File: config.mk
export PLATFORM = sky130hd
export DESIGN_NAME = pipelined_cla_adder
export DESIGN_NICKNAME = d
export VERILOG_FILES = /design/src/rtl/pipelined_cla_adder.sv
export SDC_FILE = /design/constraint.sdc
export NUM_CORES = 1
export LEC_CHECK = 0
export CORE_MARGIN = 1
export CORE_UTILIZATION = 51
export CTS_CLUSTER_DIAMETER = 150
export DETAILED_ROUTE_END_ITERATION = 12
export PLACE_DENSITY = 0.79
export SYNTH_ARGS = -nofsm -noshare
export SYNTH_HDL_FRONTEND = slang
export SYNTH_SLANG_ARGS = --single-unit
File: constraint.sdc
create_clock -name clk -period 2.8 [get_ports clk]
set_input_delay 0.42 -clock clk [delete_from_list [all_inputs] [get_ports clk]]
set_output_delay 0.42 -clock clk [all_outputs]
set_load 0.03 [all_outputs]
File: src/rtl/pipelined_cla_adder.sv
// -----------------------------------------------------------------------------
// pipelined_cla_adder
//
// Two-stage pipelined carry-lookahead adder/subtractor with valid/ready
// handshakes on both sides.
//   Stage 1 registers the per-bit generate/propagate terms, the per-group
//           G/P terms, the carry-in and the operand sign bits.
//   Stage 2 forms group carries by lookahead over the group G/P terms, then
//           intra-group carries by lookahead, and registers sum/cout/ovf.
// A transfer occurs on any rising edge where valid && ready.
//
// Parameters
//   WIDTH  operand/result width, 8..64
//   GROUP  lookahead group size; WIDTH must be a multiple of GROUP
//
// Ports
//   clk        clock, all state on the rising edge
//   rst        asynchronous active-high reset
//   in_valid   operand set presented
//   in_ready   block accepts operands this cycle (comb from out_ready only)
//   a, b       operands
//   sub        1: a - b, 0: a + b
//   cin        carry-in, add mode only (ignored when sub = 1)
//   out_valid  result present
//   out_ready  consumer accepts result
//   sum        result
//   cout       carry-out of the MSB; in subtract mode 1 = no borrow
//   ovf        signed two's-complement overflow
//
// Configuration
//   PIPELINED_CLA_ADDER_SAT_EN  when defined, a signed overflow clamps sum to
//                               the most positive / most negative value; ovf
//                               is still reported and cout is unchanged.
// -----------------------------------------------------------------------------
module pipelined_cla_adder #(
    parameter int WIDTH = 16,
    parameter int GROUP = 4
) (
    input  logic             clk,
    input  logic             rst,
    input  logic             in_valid,
    output logic             in_ready,
    input  logic [WIDTH-1:0] a,
    input  logic [WIDTH-1:0] b,
    input  logic             sub,
    input  logic             cin,
    output logic             out_valid,
    input  logic             out_ready,
    output logic [WIDTH-1:0] sum,
    output logic             cout,
    output logic             ovf
);

    localparam int NG = WIDTH / GROUP;

    if ((WIDTH % GROUP) != 0) begin : g_bad_group
        $error("pipelined_cla_adder: WIDTH must be a multiple of GROUP");
    end

    // Carry into position n of a g/p vector with carry-in c_in, written as a
    // flat sum of products so no ripple chain is built:
    //   c[n] = g[n-1] | p[n-1]g[n-2] | ... | p[n-1..0]c_in
    function automatic logic la_carry(input logic [WIDTH-1:0] g,
                                      input logic [WIDTH-1:0] p,
                                      input logic             c_in,
                                      input int               n);
        logic c;
        logic prod;
        c = 1'b0;
        for (int j = 0; j < WIDTH; j++) begin
            if (j < n) begin
                prod = g[j];
                for (int k = j + 1; k < WIDTH; k++) begin
                    if (k < n) prod = prod & p[k];
                end
                c = c | prod;
            end
        end
        prod = c_in;
        for (int k = 0; k < WIDTH; k++) begin
            if (k < n) prod = prod & p[k];
        end
        return c | prod;
    endfunction

    // ------------------------------------------------------------------
    // Stage 1: operand conditioning and generate/propagate terms
    // ------------------------------------------------------------------
    logic [WIDTH-1:0] b_eff;
    logic [WIDTH-1:0] g_in;
    logic [WIDTH-1:0] p_in;
    logic [NG-1:0]    gg_in;
    logic [NG-1:0]    gp_in;
    logic             c0_in;

    // Subtraction is a + ~b + 1, so the carry-in is forced to 1.
    assign b_eff = sub ? ~b : b;
    assign g_in  = a & b_eff;
    assign p_in  = a ^ b_eff;
    assign c0_in = sub | cin;

    // NOTE: every signal driven here gets a default first so no latch can
    // be inferred on any path through the loop.
    always_comb begin
        gg_in = '0;
        gp_in = '0;
        for (int k = 0; k < NG; k++) begin
            gp_in[k] = &p_in[k*GROUP +: GROUP];
            gg_in[k] = la_carry(WIDTH'(g_in[k*GROUP +: GROUP]),
                                WIDTH'(p_in[k*GROUP +: GROUP]), 1'b0, GROUP);
        end
    end

    logic             s1_valid;
    logic [WIDTH-1:0] s1_g;
    logic [WIDTH-1:0] s1_p;
    logic [NG-1:0]    s1_gg;
    logic [NG-1:0]    s1_gp;
    logic             s1_c0;
    logic             s1_sa;
    logic             s1_sb;
    logic             s1_adv;

    // Stage 1 may hand its content on whenever stage 2 is empty or draining.
    assign s1_adv   = !out_valid || out_ready;
    assign in_ready = !s1_valid || s1_adv;

    // NOTE: sequential state uses non-blocking assignments so every register
    // samples the values from before the edge, independent of block order.
    // NOTE: the datapath registers are reset as well so the outputs read zero
    // during and after reset rather than stale data.
    always_ff @(posedge clk or posedge rst) begin
        if (rst) begin
            s1_valid <= 1'b0;
            s1_g     <= '0;
            s1_p     <= '0;
            s1_gg    <= '0;
            s1_gp    <= '0;
            s1_c0    <= 1'b0;
            s1_sa    <= 1'b0;
            s1_sb    <= 1'b0;
        end else if (in_ready) begin
            s1_valid <= in_valid;
            if (in_valid) begin
                s1_g  <= g_in;
                s1_p  <= p_in;
                s1_gg <= gg_in;
                s1_gp <= gp_in;
                s1_c0 <= c0_in;
                s1_sa <= a[WIDTH-1];
                s1_sb <= b_eff[WIDTH-1];
            end
        end
    end

    // ------------------------------------------------------------------
    // Stage 2: group carries, intra-group carries, sum and flags
    // ------------------------------------------------------------------
    logic [NG:0]      grp_c;   // grp_c[k] = carry into group k, grp_c[NG] = cout
    logic [WIDTH-1:0] c_vec;
    logic [WIDTH-1:0] sum_raw;
    logic [WIDTH-1:0] sum_nxt;
    logic             ovf_nxt;

    always_comb begin
        grp_c = '0;
        c_vec = '0;
        for (int k = 0; k <= NG; k++) begin
            grp_c[k] = la_carry(WIDTH'(s1_gg), WIDTH'(s1_gp), s1_c0, k);
        end
        for (int k = 0; k < NG; k++) begin
            for (int i = 0; i < GROUP; i++) begin
                c_vec[k*GROUP+i] = la_carry(WIDTH'(s1_g[k*GROUP +: GROUP]),
                                            WIDTH'(s1_p[k*GROUP +: GROUP]),
                                            grp_c[k], i);
            end
        end
    end

    assign sum_raw = s1_p ^ c_vec;
    assign ovf_nxt = (s1_sa == s1_sb) && (sum_raw[WIDTH-1] != s1_sa);

`ifdef PIPELINED_CLA_ADDER_SAT_EN
    // Overflow always has the sign opposite to both operands; clamp towards
    // the operand sign.
    always_comb begin
        sum_nxt = sum_raw;
        if (ovf_nxt) begin
            sum_nxt = s1_sa ? {1'b1, {(WIDTH-1){1'b0}}}
                            : {1'b0, {(WIDTH-1){1'b1}}};
        end
    end
`else
    assign sum_nxt = sum_raw;
`endif

    always_ff @(posedge clk or posedge rst) begin
        if (rst) begin
            out_valid <= 1'b0;
            sum       <= '0;
            cout      <= 1'b0;
            ovf       <= 1'b0;
        end else if (s1_adv) begin
            out_valid <= s1_valid;
            if (s1_valid) begin
                sum  <= sum_nxt;
                cout <= grp_c[NG];
                ovf  <= ovf_nxt;
            end
        end
    end

endmodule

==> flow_summary.yaml, run 1 <==
run_status:
  status: "complete, no violations"
synthesis:
  yosys_warnings: 0
  synth_area_leaders: "dfrtp_1 51%, mux2_2 12%, ha_1 8.6%"
  ys_seq_elements: 59
  syn_nets: 313
  ys_types: 29
  synth_cells: 255
  netlist_area_sq_mm: 0.00292
  synth_seq_area_share_pct: 50.5
  synth.top_cell.area_share_pct: 50.5
  avgSynthCellArea_sq_um: 11.5
  synth_top_cell_by_area: "dfrtp_1"
timing:
  rsz0062_at_grt: "false"
  tightest_slew_ps: 694
  finalCritPeriodShare_pct: 80.4
  setup_viol_count_final: 0
  skew_ps: 6.54
  fin_crit_ps: 2250
  holdWs_ps: 473
  setup_tns_ps: 0
  relSlewSlack_pct: 53.7
  hold_violations: 0
  drv_slew: 0
  max_freq_ghz: 0.444
clock_network:
  cts_made_buffers: 9
  clk_path_buf_depth: 2
  cts_setup_buffers: 0
  clock_latency_ps: 340
  root_buffer: "clkbuf_8"
  clkTransAtPathRegs_ps: 60
  cts_tree: "yes"
  post_cts_resized: 0
  ctsHoldBuffers: 0
  clock_sinks: 59
  htree_levels: 3
worst_setup_path:
  startpoint_type: "register"
  cpMaxStageDelayCell: "or4_1"
  crit_cells: 8
  critPathMaxFanout: 3
  critPathLaunch: "s1_c0"
  r2r_start: "s1_c0"
  critPathBufInv: 0
  crit_arrival_ps: 2510
  crit_required_ps: 3060
  max_stage_delay_ps: 470
  r2r-end: "ovf"
  r2r_slack_ps: 550
  crit_chain: "a21o_1 -> a21o_1 -> a21o_1 -> ha_1 -> o211ai_2 -> a21boi_1 -> or4_1 -> a31oi_1"
  crit_top_cell: "a21o_1"
  path_class: "register to register"
  endpoint: "ovf"
  cp-end-kind: "register"
  crit_family: "compound AO/OA/AOI/OAI gates"
  reg2reg_depth: 8
floorplan:
  fp.dieH_um: 77.7
  initial_core_util_pct: 53.1
  rows: 27
  die_area_sq_mm: 0.00603
  ios: 58
  die_w_um: 77.7
  core_area_sq_mm: 0.00551
layout:
  nets: 374
  area_delta_synth_final_pct: 28.3
  drive_gt1_share_pct: 16.6
  antennaDiodeCount: 0
grt:
  antenna_found_initial: 0
  grt_pass1_wl_um: 9450
  grtUsageTotal_pct: 20.8
  grt_pass1_vias: 1998
  overflow: 0
  grt_max_degree: 49
detailed_routing:
  drt-wirelength-per-cell_um: 14.1
  via_per_inst: 5.23
  drcViolationCount: 0
  first_pass_iters: 4
  ant_nets: 0
  first_iter_violations: 90
  wl_um: 5540
  vias: 2049
hold_path:
  hold_depth: 2
  hp-class: "register to register"
flow_run:
  maxCapViolations: 0
power:
  leakagePower_uw: 0.00174
  p_per_area_mw_per_mm2: 773
  peakVddDrop_uv: 386
place:
  dp_hpwl_um: 4000
  io_buffers: 57
  gp_congestion: 0.802
==> synthesized netlist by cell type, drive strengths merged <==
cell and instances:
a21o 11, or2 3, nor2 7, buf 9, a21boi 1, or4 1
a21oi 5, nand4 4, a31oi 1, mux2 30, nor3 6, and2 1
o22ai 3, dfrtp 59, a2111oi 1, and3b 1, xor2 23, o211ai 2
inv 1, o21a 4, nand3b 1, ha 20, nand2 35, nand2b 3
clkbuf 2, o21ai 16, o31ai 5
==> worst min-delay path, delay by kind of cell, from the launching register on <==
family | cells | cell delay (ps)
flip-flops | 1 | 340
AND/OR/NAND/NOR | 2 | 100
==> sequential cells by signal, indices dropped and copies added, names as in the netlist <==
name       flops
s1_p          16
sum           16
s1_g          12
s1_gg          4
s1_gp          4
cout           1
out_valid      1
ovf            1
s1_c0          1
s1_sa          1
s1_sb          1
s1_valid       1
==> cell usage in the layout, fill, tap and decap left out <==
| cell | netlist | layout |
|---|---|---|
| a2111oi_0 | 1 | 1 |
| a21boi_1 | 1 | 1 |
| a21o_1 | 11 | 11 |
| a21oi_1 | 5 | 5 |
| a31oi_1 | 1 | 1 |
| and2_1 | 1 | 1 |
| and3b_1 | 1 | 1 |
| buf_12 | 0 | 1 |
| buf_4 | 1 | 3 |
| clkbuf_1 | 2 | 1 |
| clkbuf_8 | 0 | 12 |
| clkdlybuf4s50_1 | 0 | 57 |
| clkinv_2 | 0 | 2 |
| dfrtp_1 | 59 | 59 |
| ha_1 | 20 | 20 |
| inv_2 | 0 | 1 |
| mux2_2 | 30 | 30 |
| nand2_1 | 35 | 35 |
| nand2b_1 | 3 | 3 |
| nand3b_1 | 1 | 1 |
| nand4_1 | 4 | 4 |
| nor2_1 | 7 | 7 |
| nor3_1 | 6 | 6 |
| o211ai_1 | 1 | 1 |
| o211ai_2 | 1 | 1 |
| o21a_1 | 4 | 4 |
| o21ai_0 | 16 | 16 |
| o22ai_1 | 3 | 3 |
| o31ai_1 | 5 | 5 |
| or2_2 | 3 | 3 |
| or4_1 | 1 | 1 |
| xor2_1 | 23 | 23 |
==> power breakdown <==
| group | total (uW) | internal (uW) | switching, uW |
|---|---|---|---|
| Clock | 702 | 386 | 316 |
| Combinational | 996 | 477 | 518 |
| Sequential | 1200 | 1060 | 136 |
==> worst min-delay path by stage <==
stage | startpoint | endpoint | slack, ps
floorplan | s1_gp[0] | s1_gp[0] | 450
global placement | sum[0] | sum[0] | 460
detailed placement | sum[8] | sum[8] | 460
CTS | sum[8] | sum[8] | 480
global route | sum[3] | sum[3] | 490
finish | sum[8] | sum[8] | 470
==> stage by stage <==
stage                     std cells  cell area (sq um)  total power [uW]  worst slack (ps)  utilization [%]
after floorplan                 255               2920              1830               748                -
after global placement          377               3570              2190               517             64.8
after detailed placement        377               3570              2220               453             64.8
after CTS                       392               3750              2930               538             68.1
after global routing            392               3750              3070               458             68.1
final                           392               3750              2900               549             68.1
==> metal layers <==
layer  GRT usage (%)  wire (um)
met2            30.7       2510
met1            27.5       2650
met3            4.47        254
met4            13.6        121
met5               0          0
==> cell type report <==
cell class | count | area [sq um]
Fill cell | 433 | 1760
Sequential cell | 59 | 1480
Multi-Input combinational cell | 184 | 1390
Timing Repair Buffer | 61 | 613
Clock buffer | 13 | 169
Tap cell | 72 | 90.1
Clock inverter | 2 | 10.0
Inverter | 1 | 3.75
==> kinds of logic after synthesis <==
family / share of synthesized area (%)
flops: 50.5
simple gates: 9.59
xor+xnor: 6.89
compound gates: 10.8
buf+inv: 2.01
fa+ha+maj: 8.57
mux: 11.6
(Power assumes the default switching activity.)
==> inputs of run 2 (changes only) <==
==> constraint.sdc (replaced) <==
create_clock -name clk -period 2.15 [get_ports clk]
set_input_delay 0.3225 -clock clk [delete_from_list [all_inputs] [get_ports clk]]
set_output_delay 0.3225 -clock clk [all_outputs]
set_load 0.03 [all_outputs]
==> run 2 against run 1 <==
Against the previous run: sequential share of layout area down 0.84 points; register-to-register slack got worse by 540 ps; sequential cell count unchanged; count of clock-buffer cells in the layout up 1; first-iteration DRC count is 21% lower; utilization is 1.5 points higher; non-clock buffer count up 9; design area up 2.2%; routed wire length is 1.3% higher; clock power is 12% higher.
==> flow_summary.yaml, run 2 (same netlist as run 1, synthesis figures left out) <==
place:
  pre_cts_ws_ps: -47.8
  io_buffers: 57
  gp_congestion: 0.769
  dp_hpwl_um: 3960
  placed_area_sq_mm: 0.00365
grt:
  grt_pass1_vias: 2042
  antenna_found_initial: 0
  grt_pass1_wl_um: 9160
  grtUsageTotal_pct: 20.1
  grt_max_degree: 60
  overflow: 0
timing:
  skew_ps: 6.34
  setup_slack_ps: 11.0
  setup_tns_ps: 0
  finalCritPeriodShare_pct: 99.5
  rsz0062_at_grt: "true"
  tightest_slew_ps: 353
  relSlewSlack_pct: 75.9
  fin_crit_ps: 2140
  setup_viol_count_final: 0
  hold_violations: 0
  drv_slew: 0
  max_freq_ghz: 0.468
worst_setup_path:
  crit_arrival_ps: 2380
  r2r_start: "s1_gg[0]"
  path_class: "register to register"
  cp-end-kind: "register"
  crit_required_ps: 2400
  critPathMaxFanout: 3
  critPathLaunch: "s1_gg[0]"
  r2r_slack_ps: 10
  reg2reg_depth: 8
  r2r-end: "ovf"
  startpoint_type: "register"
clock_network:
  clock_sinks: 59
  root_buffer: "clkbuf_8"
  clkTransAtPathRegs_ps: 50
  clk_path_buf_depth: 2
  htree_levels: 3
  cts_tree: "yes"
  clock_latency_ps: 330
  cts_made_buffers: 9
  ctsHoldBuffers: 0
power:
  pwr-share-clk_pct: 21.1
  internal_power_uw: 2460
  p_sw_uw: 1250
  peakVddDrop_uv: 529
  p_per_area_mw_per_mm2: 969
  p_sw_share_pct: 33.7
  seqPwrFrac_pct: 42.4
  pwr-share-comb_pct: 36.5
  leakagePower_uw: 0.00176
detailed_routing:
  drt-wirelength-per-cell_um: 14.0
  via_per_inst: 5.23
  vias: 2092
  ant_nets: 0
  drcViolationCount: 0
  wl_um: 5620
  first_pass_iters: 4
  first_iter_violations: 71
layout:
  drive_gt1_share_pct: 18.0
  antennaDiodeCount: 0
  final_area_sq_mm: 0.00383
  layout_commonest_cell: "dfrtp_1"
  layout_common_cells: "59 x dfrtp_1, 57 x clkdlybuf4s50_1, 35 x nand2_1"
  nets: 383
  reg_top3: "s1_p: 16 flops, sum: 16 flops, s1_g: 12 flops"
  area_delta_synth_final_pct: 31.1
  multi_input_area_sq_mm: 0.00141
  seq_area_sq_mm: 0.00148
  fillers: 413
floorplan:
  die_w_um: 77.7
  die_area_sq_mm: 0.00603
  fp.dieH_um: 77.7
  rows: 27
  initial_core_util_pct: 53.1
  core_area_sq_mm: 0.00551
  ios: 58
run_status:
  status: "complete, no violations"
hold_path:
  hp-class: "input pin to asynchronous set/reset pin"
flow_run:
  maxCapViolations: 0
==> run 2: cell types whose count changed in the layout (fill, tap and decap cells not counted) <==
cell / before / now
ha_1: 20 / 19
clkinv_2: 2 / 0
a21boi_1: 1 / 0
buf_12: 1 / 3
o211ai_2: 1 / 0
clkbuf_1: 1 / 5
ha_4: 0 / 1
clkbuf_8: 12 / 9
o211ai_4: 0 / 1
a21boi_2: 0 / 1
buf_4: 3 / 10
==> run 2: power by group through the flow <==
stage	sequential (uW)	combinational [uW]	clock, uW
2_1_floorplan	1820	562	0
3_3_place_gp	1570	1310	0
3_5_place_dp	1590	1340	0
4_1_cts	1570	1360	818
5_1_grt	1610	1470	865
6_report	1570	1360	783
==> run 2: layout make-up <==
| type | instances | share of cell area, % |
|---|---|---|
| Tap cell | 72 | 2.35 |
| Timing Repair Buffer | 70 | 18.4 |
| Clock buffer | 14 | 3.72 |
| Inverter | 1 | 0.0980 |
| Sequential cell | 59 | 38.5 |
| Multi-Input combinational cell | 184 | 36.9 |
==> run 2: how the worst max path moves through the flow <==
stage,endpoint,slack (ps),cells past startpoint
after floorplan,ovf,100,8
after global placement,s1_gg[3],-30,8
after detailed placement,s1_gg[3],-50,9
after CTS,ovf,2,8
after global routing,ovf,-50,8
final,ovf,10,8
==> run 2: per-layer routing <==
layer	part of all wire, %	track usage (%)	vias to the layer above
met1	47	25.2	995
met3	5.0	6.12	7
met4	1.3	9.81	0
li1	-	-	1039
met5	0	0	-
met2	47	31.6	51
==> run 2: what timing repair did <==
action,CTS,global route
setup buffers,2,0
setup endpoints to repair,1,1
gates resized for setup,2,2
pin swaps,3,5
==> run 2: worst max-delay path: stages (launching register included) <==
cell and delay [ps]:
dfrtp_1 390, a21o_1 190, a21o_1 210, a21o_1 200
ha_4 180, o211ai_4 180, a21boi_2 80, or4_1 460
a31oi_1 160
==> run 2: through the flow <==
step	total power (uW)	utilization, %	hold WS, ps	std cells
after detailed placement	2920	66.2	462	384
after global placement	2880	66.2	456	384
after global routing	3950	69.6	390	400
after floorplan	2380	-	431	255
after CTS	3740	69.2	379	400
final	3710	69.6	379	400
